**config.mk**
```make
export PLATFORM = sky130hd
export DESIGN_NAME = time_entry_buffer
export DESIGN_NICKNAME = d
export VERILOG_FILES = /design/src/rtl/time_entry_buffer_pkg.sv /design/src/rtl/time_entry_buffer_key_filter.sv /design/src/rtl/time_entry_buffer.sv
export SDC_FILE = /design/constraint.sdc
export NUM_CORES = 1
export LEC_CHECK = 0
export ABC_AREA = 1
export BUFFER_PORTS_ARGS = -buffer_cell sky130_fd_sc_hd__buf_2
export CORE_ASPECT_RATIO = 0.6
export CORE_MARGIN = 2
export CORE_UTILIZATION = 45
export DETAILED_ROUTE_END_ITERATION = 16
export GPL_TIMING_DRIVEN = 0
export HOLD_SLACK_MARGIN = 0.02
export PLACE_DENSITY = 0.69
export SLEW_MARGIN = 20
export SYNTH_ARGS = -nofsm -noshare
export SYNTH_HDL_FRONTEND = slang
export SYNTH_SLANG_ARGS = --single-unit
```
**constraint.sdc**
```tcl
create_clock -name clock -period 3.3 [get_ports clock]
set_input_delay 0.495 -clock clock [delete_from_list [all_inputs] [get_ports clock]]
set_output_delay 0.495 -clock clock [all_outputs]
set_load 0.01 [all_outputs]
```
**src/rtl/time_entry_buffer_pkg.sv**
```systemverilog
// Shared definitions for the cooking-timer entry front end: FSM encoding,
// keypad digit range and the default legal limit for the seconds-tens digit.
package time_entry_buffer_pkg;

    typedef enum logic [1:0] {
        ST_IDLE     = 2'd0,
        ST_ENTRY    = 2'd1,
        ST_LOAD     = 2'd2,
        ST_WAIT_RUN = 2'd3
    } state_t;

    // Keypad codes above this are function keys and never enter the buffer.
    localparam logic [3:0] KEY_MAX_DIGIT = 4'd9;

    // Seconds-tens above this cannot be loaded into the mod6 counter.
    localparam int MAX_SEC_TENS_DEF = 5;

endpackage

```
**src/rtl/time_entry_buffer_key_filter.sv**
```systemverilog
// Decides whether a keypress becomes a buffered digit: it must be a
// decimal digit, arrive while entry is allowed, and find room in the buffer.
module time_entry_buffer_key_filter
    import time_entry_buffer_pkg::*;
(
    input  logic       key_valid,
    input  logic [3:0] key,
    input  state_t     state,
    input  logic       buffer_full,
    output logic       key_accept
);

    logic is_digit;
    logic entry_allowed;

    assign is_digit      = (key <= KEY_MAX_DIGIT);
    assign entry_allowed = (state == ST_IDLE) || (state == ST_ENTRY);
    assign key_accept    = key_valid && is_digit && entry_allowed && !buffer_full;

endmodule

```
**src/rtl/time_entry_buffer.sv**
```systemverilog
// Keypad entry buffer in front of the M:SS counter chain. Digits shift in
// from the right; a valid start emits a one-cycle active-low load pulse and
// the block then waits for the timer to finish before accepting new entry.
module time_entry_buffer
    import time_entry_buffer_pkg::*;
#(
    parameter int MAX_DIGITS   = 3,
    parameter int MAX_SEC_TENS = MAX_SEC_TENS_DEF
) (
    input  logic       clock,
    input  logic       clr,
    input  logic       key_valid,
    input  logic [3:0] key,
    input  logic       start,
    input  logic       clear,
    input  logic       running,
    output logic [3:0] min_ones,
    output logic [3:0] sec_tens,
    output logic [3:0] sec_ones,
    output logic       loadn,
    output logic       entry_active,
    output logic       error
);

    localparam int            CW           = $clog2(MAX_DIGITS + 1);
    localparam logic [CW-1:0] COUNT_MAX    = CW'(MAX_DIGITS);
    localparam logic [3:0]    SEC_TENS_LIM = 4'(MAX_SEC_TENS);

    state_t        state_q;
    logic [3:0]    min_ones_q;
    logic [3:0]    sec_tens_q;
    logic [3:0]    sec_ones_q;
    logic [CW-1:0] count_q;
    logic [CW-1:0] count_d;
    logic          loadn_q;
    logic          entry_q;
    logic          error_q;
    logic          running_dly_q;

    logic          buffer_full;
    logic          key_accept;
    logic          digits_nonzero;
    logic          start_ok;
    logic          run_done;

    time_entry_buffer_key_filter u_key_filter (
        .key_valid   (key_valid),
        .key         (key),
        .state       (state_q),
        .buffer_full (buffer_full),
        .key_accept  (key_accept)
    );

    assign buffer_full    = (count_q == COUNT_MAX);
    assign count_d        = buffer_full ? count_q : count_q + 1'b1;
    assign digits_nonzero = (min_ones_q != 4'd0) || (sec_tens_q != 4'd0) || (sec_ones_q != 4'd0);
    // A start only acts when the timer is idle and there is something to load.
    assign start_ok       = !running && digits_nonzero;
    // Timer finished: running seen high last cycle, low now.
    assign run_done       = running_dly_q && !running;

    // Entry FSM, shift buffer and registered outputs; clear beats start beats key.
    always_ff @(posedge clock or posedge clr) begin
        if (clr) begin
            state_q       <= ST_IDLE;
            min_ones_q    <= 4'd0;
            sec_tens_q    <= 4'd0;
            sec_ones_q    <= 4'd0;
            count_q       <= '0;
            loadn_q       <= 1'b1;
            entry_q       <= 1'b0;
            error_q       <= 1'b0;
            running_dly_q <= 1'b0;
        end else begin
            running_dly_q <= running;
            loadn_q       <= 1'b1;
            if (clear) begin
                state_q    <= ST_IDLE;
                min_ones_q <= 4'd0;
                sec_tens_q <= 4'd0;
                sec_ones_q <= 4'd0;
                count_q    <= '0;
                error_q    <= 1'b0;
                entry_q    <= 1'b0;
            end else begin
                case (state_q)
                    ST_IDLE, ST_ENTRY: begin
                        if (start) begin
                            // Any keypress in the same cycle is dropped.
                            if (start_ok) begin
                                if (sec_tens_q > SEC_TENS_LIM) begin
                                    error_q <= 1'b1;
                                end else begin
                                    state_q <= ST_LOAD;
                                    loadn_q <= 1'b0;
                                    entry_q <= 1'b0;
                                end
                            end
                        end else if (key_accept) begin
                            min_ones_q <= sec_tens_q;
                            sec_tens_q <= sec_ones_q;
                            sec_ones_q <= key;
                            count_q    <= count_d;
                            error_q    <= 1'b0;
                            state_q    <= ST_ENTRY;
                            entry_q    <= 1'b1;
                        end
                    end
                    ST_LOAD: begin
                        state_q <= ST_WAIT_RUN;
                    end
                    ST_WAIT_RUN: begin
                        if (run_done) begin
                            state_q    <= ST_IDLE;
                            min_ones_q <= 4'd0;
                            sec_tens_q <= 4'd0;
                            sec_ones_q <= 4'd0;
                            count_q    <= '0;
                        end
                    end
                    default: begin
                        state_q <= ST_IDLE;
                    end
                endcase
            end
        end
    end

    assign min_ones     = min_ones_q;
    assign sec_tens     = sec_tens_q;
    assign sec_ones     = sec_ones_q;
    assign loadn        = loadn_q;
    assign entry_active = entry_q;
    assign error        = error_q;

endmodule

```
==> flow_summary_export.csv, run 1 <==
group,metric,value,unit
status,outcome,"finished clean",
sta,clock.fmax,635,MHz
logic_synthesis,synth.distinct_cells,22,
logic_synthesis,synth.yosys.seq_area_share,0.484,
logic_synthesis,post-synth-top-count-cell,"nand2_1",
cts,ctsLongestPathBuffers,2,
logic_synthesis,post-synth-top-area-cell,"dfrtp_1",
power,switching_share,0.335,
logic_synthesis,cells_after_synthesis,131,
placed_design,globalplace.congestion,0.809,
finish,flow.area_growth_from_synthesis,22.1,%
detailed_routing,via_count,936,
power,seq_power_share,0.406,
sta,rsz0062_at_grt,"false",
finish,drive_gt1_frac,0.289,
worst_setup_path,cp_top_family,"simple AND/OR/NAND/NOR gates",
finish,core_util_final,0.580,
sta,layout_worst_path_cycle_share,0.478,
sta,timing_hold_violations_final,0,
power,p_clk_frac,0.293,
logic_synthesis,main_area_contributors_after_synthesis,"dfrtp_1, nand2_1, nor2_1",
sta,timing_worst_slew_pin_value,0.742,ns
cts,post-cts-setup-buffers,0,
detailed_routing,route.antenna.remaining_nets,0,
power,p_int,554,uW
finish,antennaDiodeCount,0,
finish,layout.nets,171,
cts,clkSlewWorstSetupHoldPaths,0.08,ns
placed_design,port_buffers,24,
sta,timing.setup.tns,0,ns
power,ir_worst_vdd,0.000380,V
cts,clock_sinks,20,
grt,aggregate_global_route_resource_usage,0.190,
logic_synthesis,netlist_area,1040,um2
grt,first_global_vias,757,
logic_synthesis,yosysWarnings,0,
hold_path,min_path_type,"input pin to asynchronous set/reset pin",
worst_setup_path,worstPathCellList,"ha_1, nor2_1, nand3_1, nor2_1, nor2_2, nand2_1, nand2_2, inv_1, nand2_1, o21ai_1",
cts,ctsHtreeMaxLevel,1,
detailed_routing,avgRoutedWirePerCell,11.8,um
finish,layout.filler_cells,202,
worst_setup_path,cp_num_buf_inv,1,
logic_synthesis,synth.top_cell.area_share,0.459,
die,std_cell_core_area,2180,um2
cts,cts_hold_buf,0,
sta,finalSetupViolations,0,
worst_setup_path,timing.critical_path.fanout_max,7,
worst_setup_path,worst_setup_path_end_kind,"flop",
worst_setup_path,critPathKind,"flop to flop",
detailed_routing,drt_drc_violations_left,0,
worst_setup_path,crit_arrival,1.76,ns
power,leakagePower,0.000660,uW
detailed_routing,totalWireLength,2.22,mm
logic_synthesis,synth_edf_count,0,
grt,grt_max_degree,21,
power,power.combinational.fraction,0.301,
grt,grt.overflow.total,0,
logic_synthesis,syn-num-nets,142,
sta,timing.clock.skew,0.0111,ns
worst_setup_path,worstSetupStartpointType,"flop",
sta,fin_max_slew_vios,0,
grt,antenna_found_initial,0,
die,design.die.area,2710,um2
cts,clock_tree_from_tritoncts,"yes",
worst_setup_path,crit_path_top_delay_cell,"dfrtp_1",
die,std_cell_rows,13,
die,start_util,0.475,
cts,cts_resized,0,
cts,cts-root-buf,"clkbuf_8",
detailed_routing,drt_first_iter_violations,46,
grt,grt_pass1_wl,3.67,mm
logic_synthesis,post_synth.cell_area_avg,7.91,um2
finish,finish.instance_area,1260,um2
worst_setup_path,worstPathRequired,3.48,ns
die,fp.dieW,65.9,um
logic_synthesis,synthArstFlopShare,1.00,
placed_design,detailed_place_hpwl,1.68,mm
logic_synthesis,synth_commonest_cells,"nand2_1, nor2_1, dfrtp_1",
placed_design,placed_cell_area,1190,um2
sta,timing.final.crit_period,1.58,ns
logic_synthesis,synth_seq_cells,20,
detailed_routing,viasPerCell,4.95,
cts,worst_skew_pair.late_latency,0.26,ns
flow_run,maxCapViolCount,0,
power,cellPowerDensity,658,nW/um2
worst_setup_path,slowest_delay,0.40,ns
detailed_routing,drt_pre_antenna_iters,4,
die,io_pins,25,
power,p_switching,279,uW
sta,relSlewSlack,0.505,
die,die_height,41.2,um
logic_synthesis,ys.flop_type,"dfrtp_1",
cts,total_clock_buffers_created_by_cts,3,
[cell type report]
type | count | area [um2] | area share
Clock inverter | 1 | 30.0 | 0.0237
Tap cell | 30 | 37.5 | 0.0297
Sequential cell | 20 | 502 | 0.397
Multi-Input combinational cell | 96 | 467 | 0.369
Timing Repair Buffer | 24 | 120 | 0.0950
Buffer | 4 | 26.3 | 0.0208
Clock buffer | 3 | 41.3 | 0.0326
Inverter | 11 | 41.3 | 0.0326
[path summary, 6_finish.rpt]
| path | endpoint | start | slack [ns] | cells past startpoint |
|---|---|---|---|---|
| min | entry_active | clr | 0.35 | 2 |
| max reg2reg | sec_tens[3] | count_q[0] | 1.72 | 10 |
| max | sec_tens[3] | count_q[0] | 1.72 | 10 |
| min reg2reg | entry_active | entry_active | 0.48 | 2 |
| max in group asynchronous | sec_tens[3] | clr | 2.48 | 2 |
| min in group clock | running_dly_q | running | 0.37 | 1 |
[power by group through the flow]
stage,clock network [uW],logic (uW),registers (uW)
global placement,0,247,340
detailed placement,0,252,342
floorplan,0,164,348
global route,262,284,345
CTS,248,253,338
finish,244,250,338
[per-stage QoR]
| stage | hold WS (ns) | cells | setup slack (ns) | total power [uW] |
|---|---|---|---|---|
| floorplan | 0.458 | 131 | 1.88 | 513 |
| CTS | 0.363 | 189 | 1.72 | 839 |
| detailed placement | 0.460 | 185 | 1.70 | 594 |
| global route | 0.365 | 189 | 1.52 | 891 |
| global placement | 0.456 | 185 | 1.75 | 586 |
| finish | 0.346 | 189 | 1.72 | 832 |
[per-layer routing]
layer,wire (um),GRT usage,up-vias
li1,-,-,477
met1,1130,0.272,429
met2,927,0.290,28
met3,157,0.0577,2
met4,8,0.0306,0
met5,0,0,-
[kinds of logic after synthesis]
kind of cell    count (synthesis)  synth area share
simple gates                   79             0.329
flops                          20             0.484
compound gates                 16             0.110
buf+inv                        15            0.0652
fa+ha+maj                       1            0.0121
[state kept, by name (all words and copies together), names as in the netlist]
register	cells
min_ones	4
sec_ones	4
sec_tens	4
count_q	2
state_q	2
entry_active	1
error	1
loadn	1
running_dly_q	1
[layout by cell type, fill, tap and decap left out, types with 2 or more instances in the layout]
cell and n:
a21oi_1 2, nand2_2 3, inv_1 10, buf_2 24
dfrtp_1 19, o21ai_2 9, o21ai_1 4, clkbuf_8 3
nand3_1 14, nor2_1 22, clkbuf_1 2, nand2_1 34
Note: power is estimated with default switching activity, not from simulation.
==> inputs of run 2 (changes only) <==
--- a/config.mk
+++ b/config.mk
@@ -13,7 +13,7 @@
 export DETAILED_ROUTE_END_ITERATION = 16
 export GPL_TIMING_DRIVEN = 0
 export HOLD_SLACK_MARGIN = 0.02
-export PLACE_DENSITY = 0.69
+export PLACE_DENSITY = 0.72
 export SLEW_MARGIN = 20
 export SYNTH_ARGS = -nofsm -noshare
 export SYNTH_HDL_FRONTEND = slang
==> constraint.sdc (replaced) <==
create_clock -name clock -period 1.3 [get_ports clock]
set_input_delay 0.195 -clock clock [delete_from_list [all_inputs] [get_ports clock]]
set_output_delay 0.195 -clock clock [all_outputs]
set_load 0.01 [all_outputs]
==> run 2 against run 1 <==
  * The run now ends with negative setup slack left
  * Power grew to 2.9 times the previous value
  * Highest routed layer unchanged
  * Via count is 11% higher
  * Largest cell class is now multi-input combinational cells
  * Wire length is 33% higher
  * Final cell count is 4.2% higher
  * First-iteration DRC count is 85% higher
  * Maximum frequency is 0.50% higher
  * Worst hold slack worse by 0.30 ns
  * Register-to-register slack worse by 2.0 ns
==> flow_summary_export.csv, run 2 (synthesis results as in run 1) <==
group,metric,value,unit
status,outcome,"finished with violations",
status,violations,"negative setup slack",
detailed_routing,routed.top_layer,"met4",
grt,aggregate_global_route_resource_usage,0.231,
detailed_routing,met3RoutedLength,184,um
sta,worst_hold_slack,0.0499,ns
die,io_pins,25,
sta,timing.final.crit_period,1.57,ns
placed_design,placed_cell_area,1200,um2
sta,fin_max_slew_vios,0,
finish,layout.nets,179,
sta,relSlewSlack,0.492,
power,ir_worst_vdd,0.000942,V
finish,layout.filler_cells,183,
cts,cts-root-buf,"clkbuf_8",
sta,timing.clock.skew,0.00931,ns
grt,first_global_vias,889,
hold_path,min_path_type,"input pin to asynchronous set/reset pin",
detailed_routing,via_count,1043,
grt,grt_pass1_wl,4.30,mm
die,std_cell_core_area,2180,um2
detailed_routing,avgRoutedWirePerCell,15.1,um
flow_run,maxCapViolCount,0,
placed_design,port_buffers,24,
die,design.die.area,2710,um2
cts,clock_tree_from_tritoncts,"yes",
sta,fin_worst_setup_slack,-0.268,ns
cts,clock_sinks,20,
finish,most-common-layout-cells,"buf_2, nor2_1, dfrtp_1",
detailed_routing,drt_pre_antenna_iters,4,
cts,worst_skew_pair.late_latency,0.27,ns
worst_setup_path,critPathKind,"flop to flop",
worst_setup_path,worst_setup_path_end_kind,"flop",
cts,total_clock_buffers_created_by_cts,3,
sta,timing_worst_slew_pin_value,0.762,ns
cts,ctsHtreeMaxLevel,1,
sta,finalSetupViolations,18,
worst_setup_path,worstPathRequired,1.45,ns
grt,antenna_found_initial,0,
placed_design,pre_cts_slack,-0.262,ns
sta,timing_hold_violations_final,0,
grt,grt_max_degree,21,
detailed_routing,drt_first_iter_violations,85,
worst_setup_path,worstSetupStartpointType,"flop",
cts,clkSlewWorstSetupHoldPaths,0.08,ns
detailed_routing,totalWireLength,2.97,mm
detailed_routing,viasPerCell,5.29,
worst_setup_path,crit_arrival,1.72,ns
die,start_util,0.475,
sta,layout_worst_path_cycle_share,1.21,
cts,ctsLongestPathBuffers,2,
finish,commonest_non_fill_non_tap_cell_in_the_layout,"buf_2",
die,std_cell_rows,13,
finish,antennaDiodeCount,0,
detailed_routing,drt_drc_violations_left,0,
worst_setup_path,r2r_cells,10,
detailed_routing,routedLengthMet1,1.26,mm
power,cellPowerDensity,1670,nW/um2
power,leakagePower,0.000749,uW
grt,grt.overflow.total,0,
die,fp.dieW,65.9,um
worst_setup_path,timing.critical_path.fanout_max,5,
finish,finish.instance_area,1460,um2
placed_design,detailed_place_hpwl,1.83,mm
worst_setup_path,rr_endpoint,"sec_tens[0]",
worst_setup_path,worstReg2RegStart,"count_q[0]",
die,die_height,41.2,um
finish,flow.area_growth_from_synthesis,40.8,%
worst_setup_path,rrSetupSlack,-0.27,ns
detailed_routing,met2_wirelength,1.48,mm
sta,clock.fmax,638,MHz
sta,rsz0062_at_grt,"true",
placed_design,globalplace.congestion,0.821,
detailed_routing,route.antenna.remaining_nets,0,
finish,drive_gt1_frac,0.479,
[run 2: cell types whose count changed in the layout (fill, tap and decap cells not counted), sizes merged]
cell / previous run / this run
buf: 26 / 34
[run 2: worst max-delay path by stage]
stage	from	to	slack, ns	cells after the start
2_1_floorplan	count_q[0]	sec_tens[1]	-0.09	10
3_3_place_gp	count_q[0]	sec_ones[3]	-0.18	10
3_5_place_dp	count_q[0]	sec_ones[3]	-0.26	10
4_1_cts	count_q[0]	sec_ones[2]	-0.19	10
5_1_grt	count_q[0]	count_q[0]	-0.35	10
6_report	count_q[0]	sec_tens[0]	-0.27	10
[run 2: layout make-up]
cell class / count / area [um2] / area share
Buffer: 4 / 33.8 / 0.0232
Sequential cell: 20 / 503 / 0.345
Clock buffer: 3 / 41.3 / 0.0283
Tap cell: 30 / 37.5 / 0.0257
Inverter: 11 / 46.3 / 0.0317
Timing Repair Buffer: 32 / 188 / 0.129
Clock inverter: 1 / 30.0 / 0.0206
Multi-Input combinational cell: 96 / 579 / 0.397
[run 2: repair_timing]
item                                    CTS  global route
cloned                                    1             0
pin swaps                                10             2
endpoints found under the setup margin   18            18
resized for setup                        28            11
hold buffers                              0             0
buffers inserted                          5             2
[run 2: per-stage QoR]
stage	std cells	util	power [uW]	TNS [ns]
floorplan	131	-	1310	-1.13
global placement	185	0.552	1500	-2.51
detailed placement	185	0.552	1530	-3.51
CTS	195	0.645	2320	-2.96
global route	197	0.669	2560	-5.19
finish	197	0.669	2440	-3.96
[run 2: worst max-delay path: stages (launching register included)]
cell	delay [ns]
dfrtp_1	0.39
ha_2	0.21
nor2_4	0.10
nand3_2	0.10
nor2_4	0.13
nor2_4	0.05
nand2_2	0.09
nand2_4	0.10
buf_6	0.17
nand2_2	0.06
o21ai_2	0.05
[run 2: where the power goes]
part / switching [uW] / internal (uW) / leakage, uW / total, uW
registers: 136 / 745 / 0.000261 / 881
clock network: 216 / 412 / 0.0000357 / 627
logic: 531 / 398 / 0.000452 / 930
[run 2: routing by layer]
| metal | GRT usage | up-vias |
|---|---|---|
| met1 | 0.281 | 501 |
| met5 | 0 | - |
| met3 | 0.0687 | 4 |
| li1 | - | 497 |
| met4 | 0.0765 | 0 |
| met2 | 0.409 | 41 |
==> inputs of run 3 (changes only) <==
--- a/config.mk
+++ b/config.mk
@@ -14,6 +14,7 @@
 export GPL_TIMING_DRIVEN = 0
 export HOLD_SLACK_MARGIN = 0.02
 export PLACE_DENSITY = 0.72
+export RECOVER_POWER = 25
 export SLEW_MARGIN = 20
 export SYNTH_ARGS = -nofsm -noshare
 export SYNTH_HDL_FRONTEND = slang
==> run 3 against run 2 <==
  * Final cell count did not move
  * The run still ends with negative setup slack left
  * Sequential power barely moved
  * Combinational power about the same
  * Sequential share of layout area barely moved
  * Utilization down 0.057 points
  * Clock power is essentially flat
  * Design area barely moved
  * Worst hold slack hardly changed
  * Wire length hardly changed
  * Critical path depth did not move
==> flow_summary_export.csv, run 3 (synthesis results as in run 1) <==
group,metric,value,unit
finish,flow.area_growth_from_synthesis,40.7,%
die,std_cell_rows,13,
cts,cts-root-buf,"clkbuf_8",
worst_setup_path,timing.critical_path.mode_cell,"nor2_4",
placed_design,pre_cts_slack,-0.262,ns
grt,grt_max_degree,21,
finish,antennaDiodeCount,0,
worst_setup_path,worstPathRequired,1.45,ns
detailed_routing,drt_first_iter_violations,85,
power,report.power.total,2440,uW
status,violations,"negative setup slack",
cts,total_clock_buffers_created_by_cts,3,
finish,layout.filler_cells,184,
cts,clkSlewWorstSetupHoldPaths,0.08,ns
finish,commonest_non_fill_non_tap_cell_in_the_layout,"buf_2",
sta,clock.fmax,638,MHz
sta,fin_worst_setup_slack,-0.268,ns
worst_setup_path,worstSetupStartpointType,"flop",
sta,timing_worst_slew_pin_value,0.762,ns
worst_setup_path,setup.worst_path.start,"count_q[0]",
detailed_routing,drt_drc_violations_left,0,
sta,relSlewSlack,0.491,
detailed_routing,totalWireLength,2.97,mm
finish,seqCellArea,503,um2
die,fp.dieW,65.9,um
finish,most-common-layout-cells,"buf_2, nor2_1, dfrtp_1",
worst_setup_path,worstPathCellList,"ha_2, nor2_4, nand3_2, nor2_4, nor2_4, nand2_2, nand2_4, buf_6, nand2_2, o21ai_2",
grt,aggregate_global_route_resource_usage,0.231,
detailed_routing,avgRoutedWirePerCell,15.1,um
die,io_pins,25,
power,ir_worst_vdd,0.000942,V
detailed_routing,via_count,1042,
placed_design,port_buffers,24,
sta,rsz0062_at_grt,"true",
sta,timing.setup.tns,-3.96,ns
die,start_util,0.475,
cts,clock_sinks,20,
worst_setup_path,crit_arrival,1.72,ns
finish,combined_area_of_the_multi_input_logic_cells,579,um2
hold_path,min_path_type,"input pin to asynchronous set/reset pin",
grt,antenna_found_initial,0,
power,leakagePower,0.000746,uW
detailed_routing,viasPerCell,5.29,
finish,drive_gt1_frac,0.473,
cts,clock_tree_from_tritoncts,"yes",
worst_setup_path,timing.critical_path.fanout_max,5,
worst_setup_path,slowest_delay,0.39,ns
die,std_cell_core_area,2180,um2
cts,worst_skew_pair.late_latency,0.27,ns
status,outcome,"finished with violations",
detailed_routing,route.antenna.remaining_nets,0,
finish,layout.nets,179,
grt,grt.overflow.total,0,
sta,fin_max_slew_vios,0,
grt,first_global_vias,889,
detailed_routing,drt_pre_antenna_iters,4,
sta,timing_hold_violations_final,0,
placed_design,globalplace.congestion,0.821,
sta,timing.clock.skew,0.00931,ns
flow_run,maxCapViolCount,0,
worst_setup_path,crit_path_top_delay_cell,"dfrtp_1",
worst_setup_path,worst_setup_path_end_kind,"flop",
power,cellPowerDensity,1670,nW/um2
die,die_height,41.2,um
worst_setup_path,worstReg2RegStart,"count_q[0]",
cts,cts_hold_buf,0,
grt,grt_pass1_wl,4.30,mm
sta,timing.final.crit_period,1.57,ns
placed_design,detailed_place_hpwl,1.83,mm
sta,finalSetupViolations,18,
cts,ctsHtreeMaxLevel,1,
sta,layout_worst_path_cycle_share,1.21,
cts,ctsLongestPathBuffers,2,
die,design.die.area,2710,um2
worst_setup_path,critPathKind,"flop to flop",
[run 3: changes by cell type in the layout (fill, tap and decap cells not counted), sizes merged]
cell | before | now
clkbuf | 5 | 6
buf | 34 | 33
[run 3: cell type report]
class,count,area share
Inverter,11,0.0318
Sequential cell,20,0.345
Timing Repair Buffer,32,0.128
Clock inverter,1,0.0206
Tap cell,30,0.0258
Clock buffer,3,0.0283
Multi-Input combinational cell,96,0.397
Buffer,4,0.0232
[run 3: what timing repair did]
item,CTS,global route
gates cloned,1,0
pin swaps,10,2
buffers inserted,5,2
resized for setup,28,11
setup endpoints to repair,18,18
[run 3: critical path, delay by kind of cell, from the launching register on]
| family | cells | cell delay (ns) |
|---|---|---|
| DFF | 1 | 0.39 |
| and+or+nand+nor | 7 | 0.63 |
| adders and majority gates | 1 | 0.21 |
| buffers and inverters | 1 | 0.17 |
| AOI/OAI and AO/OA | 1 | 0.05 |
[run 3: stage by stage]
step	area, um2	util	std cells	hold slack (ns)
after floorplan	1040	-	131	0.158
after global placement	1200	0.552	185	0.336
after detailed placement	1200	0.552	185	0.349
after CTS	1410	0.645	195	0.0726
after global routing	1460	0.669	197	0.0863
final	1460	0.669	197	0.0499
[run 3: worst paths after layout]
kind	end	slack, ns	cells past startpoint
worst max-delay path	sec_tens[0]	-0.27	10
min in group clock	running_dly_q	0.09	1
worst max register to register	sec_tens[0]	-0.27	10
max in group asynchronous	state_q[1]	0.73	2
worst min register to register	error	0.49	2
worst min-delay path	min_ones[0]	0.05	2
[run 3: routing by layer]
| layer | up-vias | GRT usage | part of all wire |
|---|---|---|---|
| met1 | 500 | 0.281 | 0.42 |
| met5 | - | 0 | 0 |
| met2 | 41 | 0.409 | 0.50 |
| li1 | 497 | - | - |
| met4 | 0 | 0.0765 | 0.012 |
| met3 | 4 | 0.0687 | 0.063 |
[run 3: power breakdown]
| part | internal (uW) | switching (uW) |
|---|---|---|
| Combinational | 398 | 531 |
| Clock | 412 | 216 |
| Sequential | 745 | 136 |
